## config.mk

```make
export PLATFORM = sky130hd
export DESIGN_NAME = multi_stream_sink
export DESIGN_NICKNAME = d
export VERILOG_FILES = /design/src/rtl/multi_stream_sink.sv
export SDC_FILE = /design/constraint.sdc
export NUM_CORES = 2
export LEC_CHECK = 0
export ABC_AREA = 1
export CAP_MARGIN = 5
export CORE_ASPECT_RATIO = 0.9
export CORE_MARGIN = 8
export CORE_UTILIZATION = 45
export DETAILED_ROUTE_END_ITERATION = 8
export PLACE_DENSITY = 0.58
export SLEW_MARGIN = 0
export SYNTH_ARGS = -nofsm -noshare
export SYNTH_HDL_FRONTEND = slang
export SYNTH_SLANG_ARGS = --single-unit
```

## constraint.sdc

```tcl
create_clock -name iCLK -period 14.2 [get_ports iCLK]
set_input_delay 2.84 -clock iCLK [delete_from_list [all_inputs] [get_ports iCLK]]
set_output_delay 2.84 -clock iCLK [all_outputs]
set_load 0.01 [all_outputs]
```

## src/rtl/multi_stream_sink.sv

```systemverilog
// multi_stream_sink
//   Multi-channel capture sink for valid/ready streams. CHANNELS producers are
//   round-robin arbitrated into one shared capture memory; every entry is
//   stored as {channel, data}. The memory either stops when full (WRAP=0) or
//   behaves as a ring that keeps the latest DEPTH entries (WRAP=1). A
//   registered readback port addresses entries by logical index (0 = oldest).
//
//   Handshake: a transfer on channel c happens in a cycle where both
//   iValid_AM[c] and oReady_AM[c] are high at the rising edge. oReady_AM is
//   one-hot or zero and depends combinationally on iValid_AM. Producers must
//   keep valid and data stable until the transfer happens.
//
//   Optional feature macro: STREAM_SINK_STALL_EN. When defined, a 16-bit
//   Fibonacci LFSR (taps 16,14,13,11; seed 16'hACE1) stalls every cycle in
//   which lfsr[0]=1, to exercise upstream backpressure.
//
// Ports
//   iCLK       clock, rising edge
//   iRST       asynchronous active-low reset
//   iValid_AM  per-channel valid             [CHANNELS]
//   oReady_AM  per-channel ready, one-hot/0  [CHANNELS]
//   iData_AM   channel c at [c*WIDTH +: WIDTH]
//   iStop      sticky freeze request
//   iRdAddr    logical read index            [AW]
//   oRdData    {channel, data} at iRdAddr, 1-cycle latency [CW+WIDTH]
//   oCount     stored entries, saturating at DEPTH [AW+1]
//   oOverflow  sticky, ring mode overwrote an entry
//   oEnd       capture finished (DONE state); doubles as the state debug view

module multi_stream_sink #(
    parameter int CHANNELS = 4,
    parameter int WIDTH    = 8,
    parameter int DEPTH    = 256,
    parameter int WRAP     = 0,
    localparam int CW      = (CHANNELS > 1) ? $clog2(CHANNELS) : 1,
    localparam int AW      = $clog2(DEPTH)
) (
    input  logic                      iCLK,
    input  logic                      iRST,
    input  logic [CHANNELS-1:0]       iValid_AM,
    output logic [CHANNELS-1:0]       oReady_AM,
    input  logic [CHANNELS*WIDTH-1:0] iData_AM,
    input  logic                      iStop,
    input  logic [AW-1:0]             iRdAddr,
    output logic [CW+WIDTH-1:0]       oRdData,
    output logic [AW:0]               oCount,
    output logic                      oOverflow,
    output logic                      oEnd
);

    typedef enum logic {
        CAPTURE = 1'b0,
        DONE    = 1'b1
    } state_t;

    state_t            state;
    logic [CW-1:0]     rr_ptr;
    logic [AW-1:0]     wptr;
    logic [AW:0]       count;
    logic              overflow;
    logic              stall;
    logic              full;
    logic              grant_en;
    logic              grant_found;
    logic [CW-1:0]     grant_idx;
    logic [CW-1:0]     cand;
    logic [CHANNELS-1:0] ready_vec;
    logic              xfer;
    logic [WIDTH-1:0]  grant_data;
    logic [AW-1:0]     rd_base;
    logic [AW-1:0]     rd_phys;

    logic [CW+WIDTH-1:0] mem [DEPTH];

    // (base + off) mod CHANNELS for off < CHANNELS; CHANNELS need not be a power of two.
    function automatic logic [CW-1:0] wrap_idx(input int base, input int off);
        int s;
        s = base + off;
        if (s >= CHANNELS) s = s - CHANNELS;
        return CW'(s);
    endfunction

`ifdef STREAM_SINK_STALL_EN
    logic [15:0] lfsr;

    // Right-shifting Fibonacci form: feedback from bits 0,2,3,5 enters at bit 15.
    always_ff @(posedge iCLK or negedge iRST) begin
        if (!iRST) lfsr <= 16'hACE1;
        else       lfsr <= {lfsr[0] ^ lfsr[2] ^ lfsr[3] ^ lfsr[5], lfsr[15:1]};
    end

    assign stall = lfsr[0];
`else
    assign stall = 1'b0;
`endif

    assign full = (count == (AW+1)'(DEPTH));

    // Ready is gated by iRST so nothing can handshake while reset is held.
    // In stop mode a full memory blocks grants in the same cycle, before DONE.
    assign grant_en = iRST && (state == CAPTURE) && !stall && !((WRAP == 0) && full);

    always_comb begin
        grant_found = 1'b0;
        grant_idx   = '0;
        cand        = '0;
        for (int i = 0; i < CHANNELS; i++) begin
            cand = wrap_idx(int'(rr_ptr), i);
            if (!grant_found && iValid_AM[cand]) begin
                grant_found = 1'b1;
                grant_idx   = cand;
            end
        end
    end

    always_comb begin
        ready_vec = '0;
        if (grant_en && grant_found) ready_vec[grant_idx] = 1'b1;
    end

    assign oReady_AM  = ready_vec;
    assign xfer       = grant_en && grant_found;
    assign grant_data = iData_AM[grant_idx*WIDTH +: WIDTH];

    // Once the ring has wrapped, the oldest entry sits at the write pointer.
    assign rd_base = ((WRAP != 0) && full) ? wptr : '0;
    assign rd_phys = rd_base + iRdAddr;

    always_ff @(posedge iCLK or negedge iRST) begin
        if (!iRST) begin
            state    <= CAPTURE;
            rr_ptr   <= '0;
            wptr     <= '0;
            count    <= '0;
            overflow <= 1'b0;
        end else begin
            if (xfer) begin
                rr_ptr <= wrap_idx(int'(grant_idx), 1);
                wptr   <= wptr + 1'b1;
                if (!full)          count    <= count + 1'b1;
                else if (WRAP != 0) overflow <= 1'b1;
            end
            case (state)
                CAPTURE: begin
                    if (iStop || ((WRAP == 0) && xfer && (count == (AW+1)'(DEPTH - 1))))
                        state <= DONE;
                end
                DONE:    state <= DONE;
                default: state <= CAPTURE;
            endcase
        end
    end

    // Capture memory is intentionally not reset.
    always_ff @(posedge iCLK) begin
        if (xfer) mem[wptr] <= {grant_idx, grant_data};
    end

    // Registered readback; a same-edge write to this address returns old content.
    always_ff @(posedge iCLK or negedge iRST) begin
        if (!iRST) oRdData <= '0;
        else       oRdData <= mem[rd_phys];
    end

    assign oCount    = count;
    assign oOverflow = overflow;
    assign oEnd      = (state == DONE);

endmodule
```

# Yosys cells after proc, flatten, opt, wreduce, memory -nomap -nowiden
# Memory sizes are Yosys's and may differ from the RTL's. A register that Yosys moved wholly into a read port is not among the register bits.
# Index checks and enable logic that the tools add are counted.
# totals
memories,1
mem_bits_rw,2560
in_bits,47
register_bits,20
mem_bits_ro,0
latchBits,0
# op_classes
muxes,28
n_lt_le_gt_ge,11
shift,1
addsub,11
multipliers,0
bitwise,2
n_eq_ne,2
n_div,0
reduce_logical,15
# memory_table
name,words,width,read_ports,rd_ports_with_merged_regs,wr,line,text
mem,256,10,1,1,1,73,logic [CW+WIDTH-1:0] mem [DEPTH];
# op_table
operator,n
$shiftx A32 B6 Y8,1
$mux W2,9
$lt A2 B3 Y1 const B,5
$ge A3 B3 Y1 const B,4
$mux W1,12
$sub A2 B1 Y2 const B,5
$add A9 B1 Y9 const B,1
$eq A9 B8 Y1 const B,1
$eq A9 B9 Y1 const B,1
$add A8 B1 Y8 const B,1
$bmux W1 S2,4
$logic_and A1 B1 Y1,8
$add A2 B1 Y3 const B,2
$add A2 B2 Y3 const B,2
$logic_not A1 Y1,5
$mux W4,1
$ge A2 B3 Y1 const B,1
$demux W1 S2,1
$ge A2 B1 Y1 const B,1
$not A1 Y1,2
$pmux W1 S2,1
$reduce_and A2 Y1,1
$logic_or A1 B1 Y1,1

# Depth between registers and ports, before layout
# logic_depth
depth_word,19
ltp_mapped,15
ltp_nobuf,14

# Least setup slack after synthesis
# Ideal clock, no wire load.
# synth_timing
path_type,input-to-output
startpoint,in iValid_AM[2]
endpoint,out oReady_AM[1]
path_stages,13
slack_ns,3.863
arrival_time_ns,7.497
n_path_buf,1
required_ns,11.360
cell_sequence,inv_1 -> o21ai_0 -> nand2_1 -> nand2_1 -> inv_1 -> or2_1 -> nand3_2 -> nand3_2 -> buf_2 -> inv_1 -> ha_1 -> inv_1 -> nor2_1
# synth_between
elab_chain_cells,17
word_cells_on_any_way,29
# synth_rtl
item,line,text
from (decl),40,"input logic [CHANNELS-1:0] iValid_AM,"
$bmux W1 S2,109,if (!grant_found && iValid_AM[cand]) begin
$mux W1 (not written as such),109,
$mux W1,109,
$logic_not A1 Y1,109,
$logic_and A1 B1 Y1,109,
$mux W1,109,
$logic_not A1 Y1,109,
$logic_and A1 B1 Y1,109,
[2 not listed],--,
$logic_and A1 B1 Y1,109,
$mux W2 *,109,
net grant_idx[0],65,logic [CW-1:0] grant_idx;
$lt A2 B3 Y1 (not written as such) / $ge A2 B1 Y1 (equally long branches),118,if (grant_en && grant_found) ready_vec[grant_idx] = 1'b1;
$logic_and A1 B1 Y1 (not written as such),118,
$mux W1 (not written as such),118,
$demux W1 S2 *,118,
$mux W4 *,118,
to (decl),41,"output logic [CHANNELS-1:0] oReady_AM,"
# Mark *: on every way through the listed nets, which the timed path passes. The rest lies on a longest branch. The select of a mux whose other input is x is not followed.

# Worst setup path after layout
# layout_timing
startpoint,in iValid_AM[2]
endpoint,out oReady_AM[3]
# Same word-level chain as after synthesis.

==> key figures <==
Die
  • Die Y: 474 µm
  • Die width: 525 µm
  • Initial core utilization: 45.2%
  • Die footprint: 249000 µm²
  • Core Area: 232000 µm²
  • Ports: 72
  • Rows: 168

Finish
  • Post-route design area: 116000 µm²
  • Commonest non-fill, non-tap cell in the layout: nand2_1
  • Share of cells above drive strength 1: 5.87%
  • Fin nets: 8767
  • Final std cells w/o fill: 12.0k
  • Commonest cells after routing, fill and taps aside: 2680 x nand2_1, 2560 x edfxtp_1, 2540 x nand3_1, 285 x clkbuf_16, 253 x nor2_1
  • Area grow syn2layout: 10.9%

Outcome
  • Status: completed

GRT
  • Vias in the first global route: 64.2k
  • Initial antenna violation count: 5
  • Global-route wire length before repair: 436 mm
  • Pin count of the biggest net entering global routing: 193
  • Grt total ovfl: 0
  • Total track usage: 23.1%

Synthesis
  • Mapped Cells: 8857
  • Number of synthesized flops with an enable pin: 2560
  • YS warnings: 1
  • Top cell type's share of synthesized area: 73.3%
  • Post-Syn Area per Cell: 11.8 µm²
  • Top FF cell, synth: edfxtp_1
  • Netlist cell types: 38
  • Flops & latches, synth: 2590
  • FFs w/ async S/R, synth: 1.16%
  • Register area share after synthesis: 74.0%
  • Synthesized cell area: 105000 µm²
  • Largest cells by area after synthesis: edfxtp_1 73%, nand3_1 12%, nand2_1 9.6%
  • Syn nets: 8915
  • Cell taking the most area after synthesis: edfxtp_1

Timing
  • Unrepaired setup endpoints after global routing: no
  • TNS Setup: 0 ns
  • Max_slew headroom: 12.4%
  • Final period utilization: 65.6%
  • Shortest period the worst path allows: 9.31 ns
  • Setup WS post-layout: 4.89 ns
  • Max-slew violation count: 0
  • Achievable Freq: 107 MHz
  • Count of final setup violators: 0
  • Final Hold Vio Count: 0
  • Worst slew pin tran: 1.31 ns
  • Clock skew: 0.0583 ns

Detailed routing
  • Router iterations before antenna repair: 6
  • Total wire length: 297 mm
  • DR vias: 68.7k
  • Detail Route Antenna Nets: 0
  • Residual DRC count: 0
  • Routed vias/inst: 5.74
  • Avg WL per Cell: 24.8 µm
  • 1st-iter DRT viols: 8509

Pwr
  • Pwr Density: 166 nW/µm²
  • Peak VDD IR: 276 µV
  • Power Total: 19.4 mW
  • Pleak: 40.2 nW

Place
  • Final HPWL DP: 159 mm
  • Port buffer count: 70
  • Placed Area: 108000 µm²
  • Pre-CTS WS: 4.84 ns
  • Placer Congestion: 0.850
  • Placed cells: 11.5k

Clock network
  • TritonCTS Sinks: 2590
  • Clock root cell: clkbuf_16
  • Setup bufs post-CTS: 0
  • Resize count post-CTS: 0
  • CTS Buffer Depth: 4
  • CTS buffer count: 279
  • CTS tree: yes
  • Clock Latency Late Sink: 0.95 ns
  • Reg clk slew, reported paths: 0.06 ns
  • H-tree levels: 5
  • CTS Hold Bufs: 0

Worst hold path
  • Min-Delay Path Class: flop to flop

Critical path
  • Worst setup SP type: input port
  • Worst Setup Path Type: input port to primary output
  • Critical Path Sink Type: primary output
  • Max FO, Critical Path: 133
  • Critical Path AT: 6.47 ns
  • Worst Path Required: 11.36 ns

Job
  • Max-cap violations: 0
==> cell families after synthesis <==
kind of cell               count (synthesis)  share of synthesized area [%]
and+or+nand+nor                         5547                           23.2
DFF                                     2590                           74.0
buffers and inverters                    678                           2.51
AOI/OAI and AO/OA                         16                         0.0870
xor gates and xnor gates                  14                          0.124
adders and majority gates                 11                          0.131
other                                      1                        0.00357
==> flip-flops by register name (all words and copies together), names as in the netlist <==
name / count
mem: 2560
oRdData: 10
oCount: 9
wptr: 8
rr_ptr: 2
oEnd: 1
==> area by class of cell <==
class | count | area (µm²)
sequential | 2590 | 77600
fill | 20100 | 116000
clock buffer | 358 | 7450
clock inverter | 113 | 704
multi-input combinational | 5589 | 24800
tap | 3060 | 3830
antenna | 3 | 7.51
inverter | 73 | 323
timing repair buffer | 176 | 1660
==> layer usage <==
| layer | routed length, µm | share of wire [%] | global-route usage, % | up-vias |
|---|---|---|---|---|
| met2 | 131000 | 44 | 34.5 | 3035 |
| met1 | 130000 | 44 | 34.6 | 33900 |
| met5 | 8 | 0.0027 | 0 | - |
| li1 | - | - | - | 31200 |
| met3 | 26000 | 8.8 | 4.08 | 531 |
| met4 | 9080 | 3.1 | 6.98 | 2 |
==> power by group <==
group	leakage, nW	switching, mW	total (mW)	internal, mW
Clock	3.98	2.90	6.69	3.80
Combinational	12.8	2.37	2.69	0.320
Sequential	23.4	0.0170	9.97	9.95
==> final timing paths <==
path	start	to	slack (ns)	depth (start not counted)
max reg2reg	rr_ptr[0]$_DFFE_PN0P_	mem[78][6]$_DFFE_PP_	9.06	11
min reg2reg	oEnd$_DFF_PN0_	oEnd$_DFF_PN0_	0.50	1
min	oEnd$_DFF_PN0_	oEnd$_DFF_PN0_	0.50	1
max in group asynchronous	iRST	oRdData[1]$_DFF_PN0_	11.84	2
min in group asynchronous	iRST	oRdData[8]$_DFF_PN0_	1.96	2
max	iValid_AM[2]	oReady_AM[3]	4.89	14
==> critical path, cell delays in order <==
cell             delay [ns]
clkdlybuf4s50_1        0.45
inv_1                  0.05
o21ai_0                0.19
nand2_1                0.12
nand2_1                0.08
inv_1                  0.08
or2_1                  0.27
nand3_2                0.27
nand3_2                0.43
inv_8                  0.71
ha_1                   0.27
inv_1                  0.05
nor2_1                 0.09
clkdlybuf4s50_1        0.55
==> cell usage after synthesis (5+ instances only) <==
cell type and count:
nor2_1 253, o21ai_1 7, nand4_2 6, clkbuf_1 513, nor2_2 19, edfxtp_1 2560, nand3_1 2540, buf_2 34
buf_1 52, ha_1 11, inv_2 5, dfrtp_1 30, nand2_1 2688, nand3_2 5, o21ai_0 5, nand4_1 19
inv_1 64, xor2_1 11
==> stage by stage <==
stage	util, %	hold WS, ns
floorplan	-	0.529
global placement	46.6	0.486
detailed placement	46.6	0.491
CTS	50.1	0.505
global route	50.1	0.518
finish	50.1	0.498
Note: power is estimated with default switching activity, not from simulation.
